`config.mk`:
```
export PLATFORM = sky130hd
export DESIGN_NAME = pixel_write_arbiter
export DESIGN_NICKNAME = d
export VERILOG_FILES = /design/src/rtl/pixel_arb_pkg.sv /design/src/rtl/pixel_arb_picker.sv /design/src/rtl/pixel_write_arbiter.sv
export SDC_FILE = /design/constraint.sdc
export NUM_CORES = 1
export LEC_CHECK = 0
export BUFFER_PORTS_ARGS = -buffer_cell sky130_fd_sc_hd__buf_2
export CORE_MARGIN = 5
export CORE_UTILIZATION = 49
export CTS_CLUSTER_DIAMETER = 30
export CTS_CLUSTER_SIZE = 28
export DETAILED_ROUTE_END_ITERATION = 8
export GPL_TIMING_DRIVEN = 1
export PLACE_DENSITY = 0.82
export SLEW_MARGIN = 15
export SYNTH_ARGS = -nofsm -noshare
export SYNTH_HDL_FRONTEND = slang
export SYNTH_SLANG_ARGS = --single-unit
```
`constraint.sdc`:
```
create_clock -name clock -period 8.19 [get_ports clock]
set_input_delay 0.4095 -clock clock [delete_from_list [all_inputs] [get_ports clock]]
set_output_delay 0.4095 -clock clock [all_outputs]
set_load 0.005 [all_outputs]
```
`src/rtl/pixel_arb_pkg.sv`:
```
// Shared types and constants for the pixel write arbiter and the sprite drawers.
package pixel_arb_pkg;

    typedef enum logic [1:0] {
        IDLE   = 2'd0,
        START  = 2'd1,
        SETTLE = 2'd2,
        RUN    = 2'd3
    } arb_state_t;

    localparam int ARB_FIXED = 0;
    localparam int ARB_RR    = 1;

    localparam int DEFAULT_SCREEN_WIDTH  = 640;
    localparam int DEFAULT_SCREEN_HEIGHT = 480;
    localparam int DEFAULT_X_W           = 10;
    localparam int DEFAULT_Y_W           = 9;
    localparam int DEFAULT_COLOR_W       = 4;
    localparam int DEFAULT_ADDR_W        = 19;

endpackage

```
`src/rtl/pixel_arb_picker.sv`:
```
// Combinational one-hot picker: fixed priority from index 0, or round-robin from ptr.
module pixel_arb_picker #(
    parameter int unsigned NUM_CH = 4,
    parameter int unsigned IDX_W  = 2
) (
    input  logic [NUM_CH-1:0] eligible,
    input  logic [IDX_W-1:0]  ptr,
    input  logic              rr_mode,
    output logic [NUM_CH-1:0] grant,
    output logic [IDX_W-1:0]  grant_idx,
    output logic              found
);

    always_comb begin
        int unsigned idx;
        logic [IDX_W-1:0] idx_l;
        grant     = '0;
        grant_idx = '0;
        found     = 1'b0;
        idx       = 0;
        idx_l     = '0;
        for (int unsigned k = 0; k < NUM_CH; k++) begin
            idx   = rr_mode ? ((32'(ptr) + k) % NUM_CH) : k;
            idx_l = IDX_W'(idx);
            if (!found && eligible[idx_l]) begin
                found        = 1'b1;
                grant[idx_l] = 1'b1;
                grant_idx    = idx_l;
            end
        end
    end

endmodule

```
`src/rtl/pixel_write_arbiter.sv`:
```
// Per-frame drawer sequencer and pixel write arbiter feeding display RAM port B.
// Optional clipping with clip_count port: define PIXEL_ARB_CLIP_EN.
module pixel_write_arbiter
    import pixel_arb_pkg::*;
#(
    parameter int NUM_CH        = 4,
    parameter int X_W           = DEFAULT_X_W,
    parameter int Y_W           = DEFAULT_Y_W,
    parameter int COLOR_W       = DEFAULT_COLOR_W,
    parameter int SCREEN_WIDTH  = DEFAULT_SCREEN_WIDTH,
    parameter int SCREEN_HEIGHT = DEFAULT_SCREEN_HEIGHT,
    parameter int ADDR_W        = DEFAULT_ADDR_W,
    parameter int RR_MODE       = ARB_RR
) (
    input  logic                      clock,
    input  logic                      global_reset,
    input  logic                      enable,
    input  logic [NUM_CH-1:0]         ch_valid,
    input  logic [NUM_CH*X_W-1:0]     ch_x,
    input  logic [NUM_CH*Y_W-1:0]     ch_y,
    input  logic [NUM_CH*COLOR_W-1:0] ch_color,
    input  logic [NUM_CH-1:0]         ch_done,
    output logic [NUM_CH-1:0]         ch_ready,
    output logic [NUM_CH-1:0]         ch_reset,
    output logic                      wr_en,
    output logic [ADDR_W-1:0]         wr_addr,
    output logic [COLOR_W-1:0]        wr_data,
    output logic                      busy,
    output logic                      frame_done,
    output logic                      overrun
`ifdef PIXEL_ARB_CLIP_EN
    ,
    output logic [7:0]                clip_count
`endif
);

    localparam int unsigned IDX_W = $clog2(NUM_CH);
    localparam logic        RR    = (RR_MODE == ARB_RR);

    if (NUM_CH < 2 || NUM_CH > 8 || SCREEN_WIDTH < 1 || SCREEN_HEIGHT < 1) begin : g_param_check
        $error("pixel_write_arbiter: parameter out of range");
    end

    arb_state_t        state;
    logic [IDX_W-1:0]  ptr;
    logic [NUM_CH-1:0] eligible;
    logic [NUM_CH-1:0] grant;
    logic [IDX_W-1:0]  grant_idx;
    logic              found;
    logic              xfer;
    logic [X_W-1:0]    sel_x;
    logic [Y_W-1:0]    sel_y;
    logic [COLOR_W-1:0] sel_color;
    logic [ADDR_W-1:0] addr;
    logic              clipped;

    assign eligible = ch_valid & ~ch_done;

    pixel_arb_picker #(
        .NUM_CH (NUM_CH),
        .IDX_W  (IDX_W)
    ) u_picker (
        .eligible  (eligible),
        .ptr       (ptr),
        .rr_mode   (RR),
        .grant     (grant),
        .grant_idx (grant_idx),
        .found     (found)
    );

    assign ch_ready = (state == RUN) ? grant : '0;
    assign xfer     = (state == RUN) && found;
    assign busy     = (state != IDLE);

    always_comb begin
        sel_x     = '0;
        sel_y     = '0;
        sel_color = '0;
        for (int unsigned k = 0; k < NUM_CH; k++) begin
            if (grant[k]) begin
                sel_x     = ch_x[k*X_W +: X_W];
                sel_y     = ch_y[k*Y_W +: Y_W];
                sel_color = ch_color[k*COLOR_W +: COLOR_W];
            end
        end
        addr    = ADDR_W'(SCREEN_WIDTH) * ADDR_W'(sel_y) + ADDR_W'(sel_x);
        clipped = (32'(sel_x) >= 32'(SCREEN_WIDTH)) || (32'(sel_y) >= 32'(SCREEN_HEIGHT));
    end

    always_ff @(posedge clock) begin
        if (global_reset) begin
            state      <= IDLE;
            ptr        <= '0;
            wr_en      <= 1'b0;
            wr_addr    <= '0;
            wr_data    <= '0;
            ch_reset   <= '0;
            frame_done <= 1'b0;
            overrun    <= 1'b0;
`ifdef PIXEL_ARB_CLIP_EN
            clip_count <= '0;
`endif
        end else begin
            ch_reset   <= '0;
            frame_done <= 1'b0;
            wr_en      <= 1'b0;

            if (enable && state != IDLE)
                overrun <= 1'b1;

            case (state)
                IDLE: begin
                    if (enable) begin
                        state    <= START;
                        ch_reset <= '1;
                    end
                end
                START:  state <= SETTLE;
                SETTLE: state <= RUN;
                RUN: begin
                    if (&ch_done) begin
                        state      <= IDLE;
                        frame_done <= 1'b1;
                    end
                end
                default: state <= IDLE;
            endcase

            // Out-of-screen pixels are still handshaken so the drawer never stalls.
            if (xfer) begin
                wr_addr <= addr;
                wr_data <= sel_color;
`ifdef PIXEL_ARB_CLIP_EN
                if (clipped) begin
                    if (clip_count != 8'hFF)
                        clip_count <= clip_count + 8'd1;
                end else begin
                    wr_en <= 1'b1;
                end
`else
                wr_en <= 1'b1;
`endif
                if (RR)
                    ptr <= (grant_idx == IDX_W'(NUM_CH - 1)) ? '0 : grant_idx + 1'b1;
            end
        end
    end

`ifndef PIXEL_ARB_CLIP_EN
    logic unused_clip;
    assign unused_clip = clipped;
`endif

endmodule

```
==> reports/qor.log <==
[status] status finished, final reports clean
[cts] clock edge transition at the registers on the reported setup and hold paths 0.07 ns
[logic_synthesis] per-instance average area after synthesis 7.82 µm²
[power] register share of total power 21.9%
[floorplan] initial standard-cell utilization of the core 51.1%
[logic_synthesis] Post-Syn Nets 549
[final_layout] fill cell total of the finished layout 569
[logic_synthesis] most common flop cell mapped by yosys sky130_fd_sc_hd__dfxtp_1
[hold_path] type of the worst min-delay path in -> reg
[cts] Post-CTS Resized 0
[cts] CTS Buf Count 5
[critical_path] critical path startpoint category flip-flop
[power] switching power as a share of total power 42.8%
[final_layout] antenna cells 0
[detailed_routing] detailed-route wire length 10700 µm
[power] leakage power of the design 1.91 nW
[critical_path] slowest cell on the critical path sky130_fd_sc_hd__dfxtp_1
[logic_synthesis] number of instances in the synthesized netlist 420
[final_layout] area of the multi-input gates 0.00245 mm²
[critical_path] signal arrival time at the worst endpoint 7.16 ns
[hold_path] hold wc startpoint enable
[critical_path] cell count along the critical path 18
[flow_run] maxcap violations 0
[logic_synthesis] total number of yosys warnings 0
[final_layout] synth-to-layout area growth 24.7%
[final_layout] total number of nets in the final design 668
[sta] Max Clk Rate 0.143 GHz
[final_layout] share of layout cells above drive strength 1 32.4%
[cts] number of clock sinks seen by CTS 31
[sta] setup TNS after final layout 0 ns
[cts] cell at the root of the clock tree sky130_fd_sc_hd__clkbuf_8
[sta] transition time at the pin with the least slew margin 0.870 ns
[detailed_routing] detail-routed net length per standard cell 17.4 µm
[placed_design] number of port buffers 137
[grt] antenna violations before repair 0
[detailed_routing] final antenna-violating net count 0
[cts] Worst-Skew Late Latency 0.28 ns
[floorplan] Die X-Extent 91.9 µm
[sta] number of pins exceeding their max-slew limit in the final report 0
[detailed_routing] routed vias 3762
[cts] buffers from clock root to sink, at most 2
[logic_synthesis] share of flip-flops with an asynchronous set or reset 0%
[critical_path] worst r2r path cells 18
[grt] Total GRT Usage 24.6%
[logic_synthesis] Netlist Area Pre-Place 0.00328 mm²
[sta] final hold violation count 0
[sta] minimum period implied by the final worst setup slack 7.00 ns
[grt] first-pass GRT wire length 17400 µm
[power] peak supply drop 120 µV
[sta] RSZ-0062 raised after global routing false
[floorplan] standard-cell row count 29
[sta] Final period util 85.4%
[power] Comb power frac 60.4%
[floorplan] vertical die dimension 91.9 µm
[grt] pin count of the biggest net entering global routing 32
[logic_synthesis] count of distinct cell types in the synthesized netlist 74
[critical_path] Critical Path End Type flip-flop
[final_layout] Register Area 621 µm²
[logic_synthesis] Synth Register Bits 31
[placed_design] placed wire-length estimate 8370 µm
[hold_path] hold path depth 3
[sta] Setup-failing EPs final 0
[detailed_routing] via count normalized by instance count 6.10
[cts] hold buffer count at cts 0
[floorplan] Core ar. 0.00642 mm²
[critical_path] slowest cell delay on critical path 0.84 ns
[critical_path] Worst Path Buf+Inv 1
[hold_path] endpoint of the worst hold-timing path ch_reset[2]
[floorplan] number of primary I/O pins 138
[floorplan] Total Die Area 0.00844 mm²
[cts] H-Tree Level Count 2
[grt] total congestion overflow 0
[critical_path] FF-to-FF End wr_addr[18]
[power] Pint 0.000492 W
[cts] Post-CTS Setup Repair Bufs 0
[placed_design] routability cong. 0.893
[placed_design] Inst Count DP 608
[logic_synthesis] number of flops mapped to enable cells by yosys 0
[detailed_routing] count of unresolved DRC violations after routing 0
[critical_path] worst-case register-to-register setup slack 1.19 ns
[power] clock share of power 17.7%
[logic_synthesis] proportion of synthesized chip area in sequential cells 18.9%
[final_layout] final standard cell count with taps included and fillers excluded 617
[power] Switch Pwr 0.000368 W
[critical_path] type of the worst setup path reg -> reg
[power] power per cell area 210 mW/mm²
[critical_path] critical path, cell by cell inv_1, ha_1, nand2_1, or4_1, a31oi_4, a22oi_1, nand2_1, a221oi_1, o31ai_1, ha_1, ha_1, fa_1, nand2_1, or3b_2, nor4b_1, nor3b_1, nor2_1, a2111oi_2
[critical_path] Req. time, crit path 8.36 ns
[critical_path] kind of cell adding the most delay to the critical path simple AND/OR/NAND/NOR gates
[detailed_routing] number of detailed-route iterations in the first pass 5
[cts] clock tree from TritonCTS built
[grt] via count of the first global-routing pass 3616
[detailed_routing] initial drt markers 362
[sta] slew margin rel. 41.8%
[sta] skew final 0.00470 ns
[critical_path] Crit Path Max Fanout 22
## power by group through the flow
stage,combinational (W),sequential [W],clock (W)
3_3_place_gp,0.000496,0.000190,0
3_5_place_dp,0.000510,0.000191,0
6_report,0.000519,0.000188,0.000152
2_1_floorplan,0.000382,0.000189,0
4_1_cts,0.000514,0.000188,0.000155
5_1_grt,0.000579,0.000192,0.000162
## area by class of cell
cell class / count / share of cell area (%)
clock buffers: 6 / 2.02
well taps: 77 / 2.35
repair buffers: 144 / 18.0
inverters: 20 / 1.83
flip-flops and latches: 31 / 15.2
clock inverters: 2 / 0.855
multi-input cells: 337 / 59.8
## routing by layer
| metal | part of all wire [%] | track usage (%) | vias up |
|---|---|---|---|
| met5 | 0 | 0 | - |
| met4 | 2.1 | 7.67 | 0 |
| met3 | 9.0 | 4.34 | 17 |
| met2 | 46 | 41.3 | 193 |
| met1 | 43 | 32.0 | 1727 |
| li1 | - | - | 1825 |
## cells in the final DEF, fill, tap and decap left out, drive strengths merged, types with 3 or more instances in the layout
master	count
nor2b	10
and3	11
xnor2	6
o2111ai	8
or2	4
nand4	7
dfxtp	31
o21ai	18
a22o	3
a22oi	4
xor2	4
nand2	24
o31ai	10
nor2	52
mux2i	3
nor3	11
a21oi	25
a21o	14
clkbuf	6
inv	20
o221ai	11
buf	144
nand3	3
a221oi	10
nand2b	6
a211oi	22
o311ai	4
o21a	3
ha	24
## registers in the layout (all words and copies together) (netlist names), named ones only
signal,flops
state,2
ch_reset,1
wr_data,4
frame_done,1
wr_en,1
ptr,1
overrun,1
wr_addr,19
## worst max-delay path by stage
stage                     slack, ns      start          end
after global routing           0.64  flip-flop  wr_addr[18]
after floorplan                2.37     ptr[1]  wr_addr[18]
after CTS                      1.26  flip-flop  wr_addr[18]
after detailed placement       1.28  flip-flop  wr_addr[18]
final                          1.19  flip-flop  wr_addr[18]
after global placement         1.58  flip-flop  wr_addr[18]
## stage by stage
| stage | hold WS [ns] | total power [W] | setup WS (ns) | util [%] | cell area [µm²] |
|---|---|---|---|---|---|
| 2_1_floorplan | 0.448 | 0.000570 | 2.37 | - | 3280 |
| 3_3_place_gp | 0.447 | 0.000686 | 1.58 | 61.8 | 3970 |
| 5_1_grt | 0.370 | 0.000933 | 0.642 | 63.8 | 4100 |
| 3_5_place_dp | 0.451 | 0.000702 | 1.28 | 61.8 | 3970 |
| 6_report | 0.378 | 0.000860 | 1.19 | 63.8 | 4100 |
| 4_1_cts | 0.372 | 0.000857 | 1.26 | 63.6 | 4090 |
## logic make-up (layout without fill, tap and decap cells)
family	after synthesis	after routing	synth area share [%]
AOI/OAI and AO/OA	154	154	37.1
and+or+nand+nor	141	141	21.7
buffers and inverters	52	172	6.97
DFF	31	31	18.9
adders and majority gates	27	27	10.7
xor gates and xnor gates	10	10	2.67
muxes	5	5	1.94
## cell usage after synthesis (3+ instances only)
cell	count	area, µm²
sky130_fd_sc_hd__nor3_1	10	50.1
sky130_fd_sc_hd__buf_4	3	22.5
sky130_fd_sc_hd__o31ai_1	8	60.1
sky130_fd_sc_hd__xor2_1	4	35.0
sky130_fd_sc_hd__a21o_1	14	105
sky130_fd_sc_hd__nand4_1	7	43.8
sky130_fd_sc_hd__nand3_1	3	15.0
sky130_fd_sc_hd__o21a_1	3	22.5
sky130_fd_sc_hd__a21oi_1	25	125
sky130_fd_sc_hd__and3_1	11	68.8
sky130_fd_sc_hd__o2111ai_1	8	70.1
sky130_fd_sc_hd__buf_2	6	30.0
sky130_fd_sc_hd__ha_1	24	300
sky130_fd_sc_hd__nor2_1	51	191
sky130_fd_sc_hd__inv_1	19	71.3
sky130_fd_sc_hd__nand2b_1	6	37.5
sky130_fd_sc_hd__a211oi_1	21	158
sky130_fd_sc_hd__mux2i_1	3	30.0
sky130_fd_sc_hd__nor2b_1	10	62.6
sky130_fd_sc_hd__clkbuf_1	20	75.1
sky130_fd_sc_hd__o221ai_1	11	96.3
sky130_fd_sc_hd__nand2_1	24	90.1
sky130_fd_sc_hd__a221oi_1	8	70.1
sky130_fd_sc_hd__dfxtp_1	31	621
sky130_fd_sc_hd__xnor2_1	6	52.6
sky130_fd_sc_hd__o21ai_0	18	90.1
## worst reg2reg max path, stage by stage (launching register included)
cell and delay (ns):
sky130_fd_sc_hd__dfxtp_1 0.84, sky130_fd_sc_hd__inv_1 0.35, sky130_fd_sc_hd__ha_1 0.59, sky130_fd_sc_hd__nand2_1 0.09, sky130_fd_sc_hd__or4_1 0.47, sky130_fd_sc_hd__a31oi_4 0.25, sky130_fd_sc_hd__a22oi_1 0.15, sky130_fd_sc_hd__nand2_1 0.67
sky130_fd_sc_hd__a221oi_1 0.18, sky130_fd_sc_hd__o31ai_1 0.35, sky130_fd_sc_hd__ha_1 0.30, sky130_fd_sc_hd__ha_1 0.25, sky130_fd_sc_hd__fa_1 0.56, sky130_fd_sc_hd__nand2_1 0.09, sky130_fd_sc_hd__or3b_2 0.51, sky130_fd_sc_hd__nor4b_1 0.53
sky130_fd_sc_hd__nor3b_1 0.26, sky130_fd_sc_hd__nor2_1 0.08, sky130_fd_sc_hd__a2111oi_2 0.37
Power figures use the tool's default switching activity.
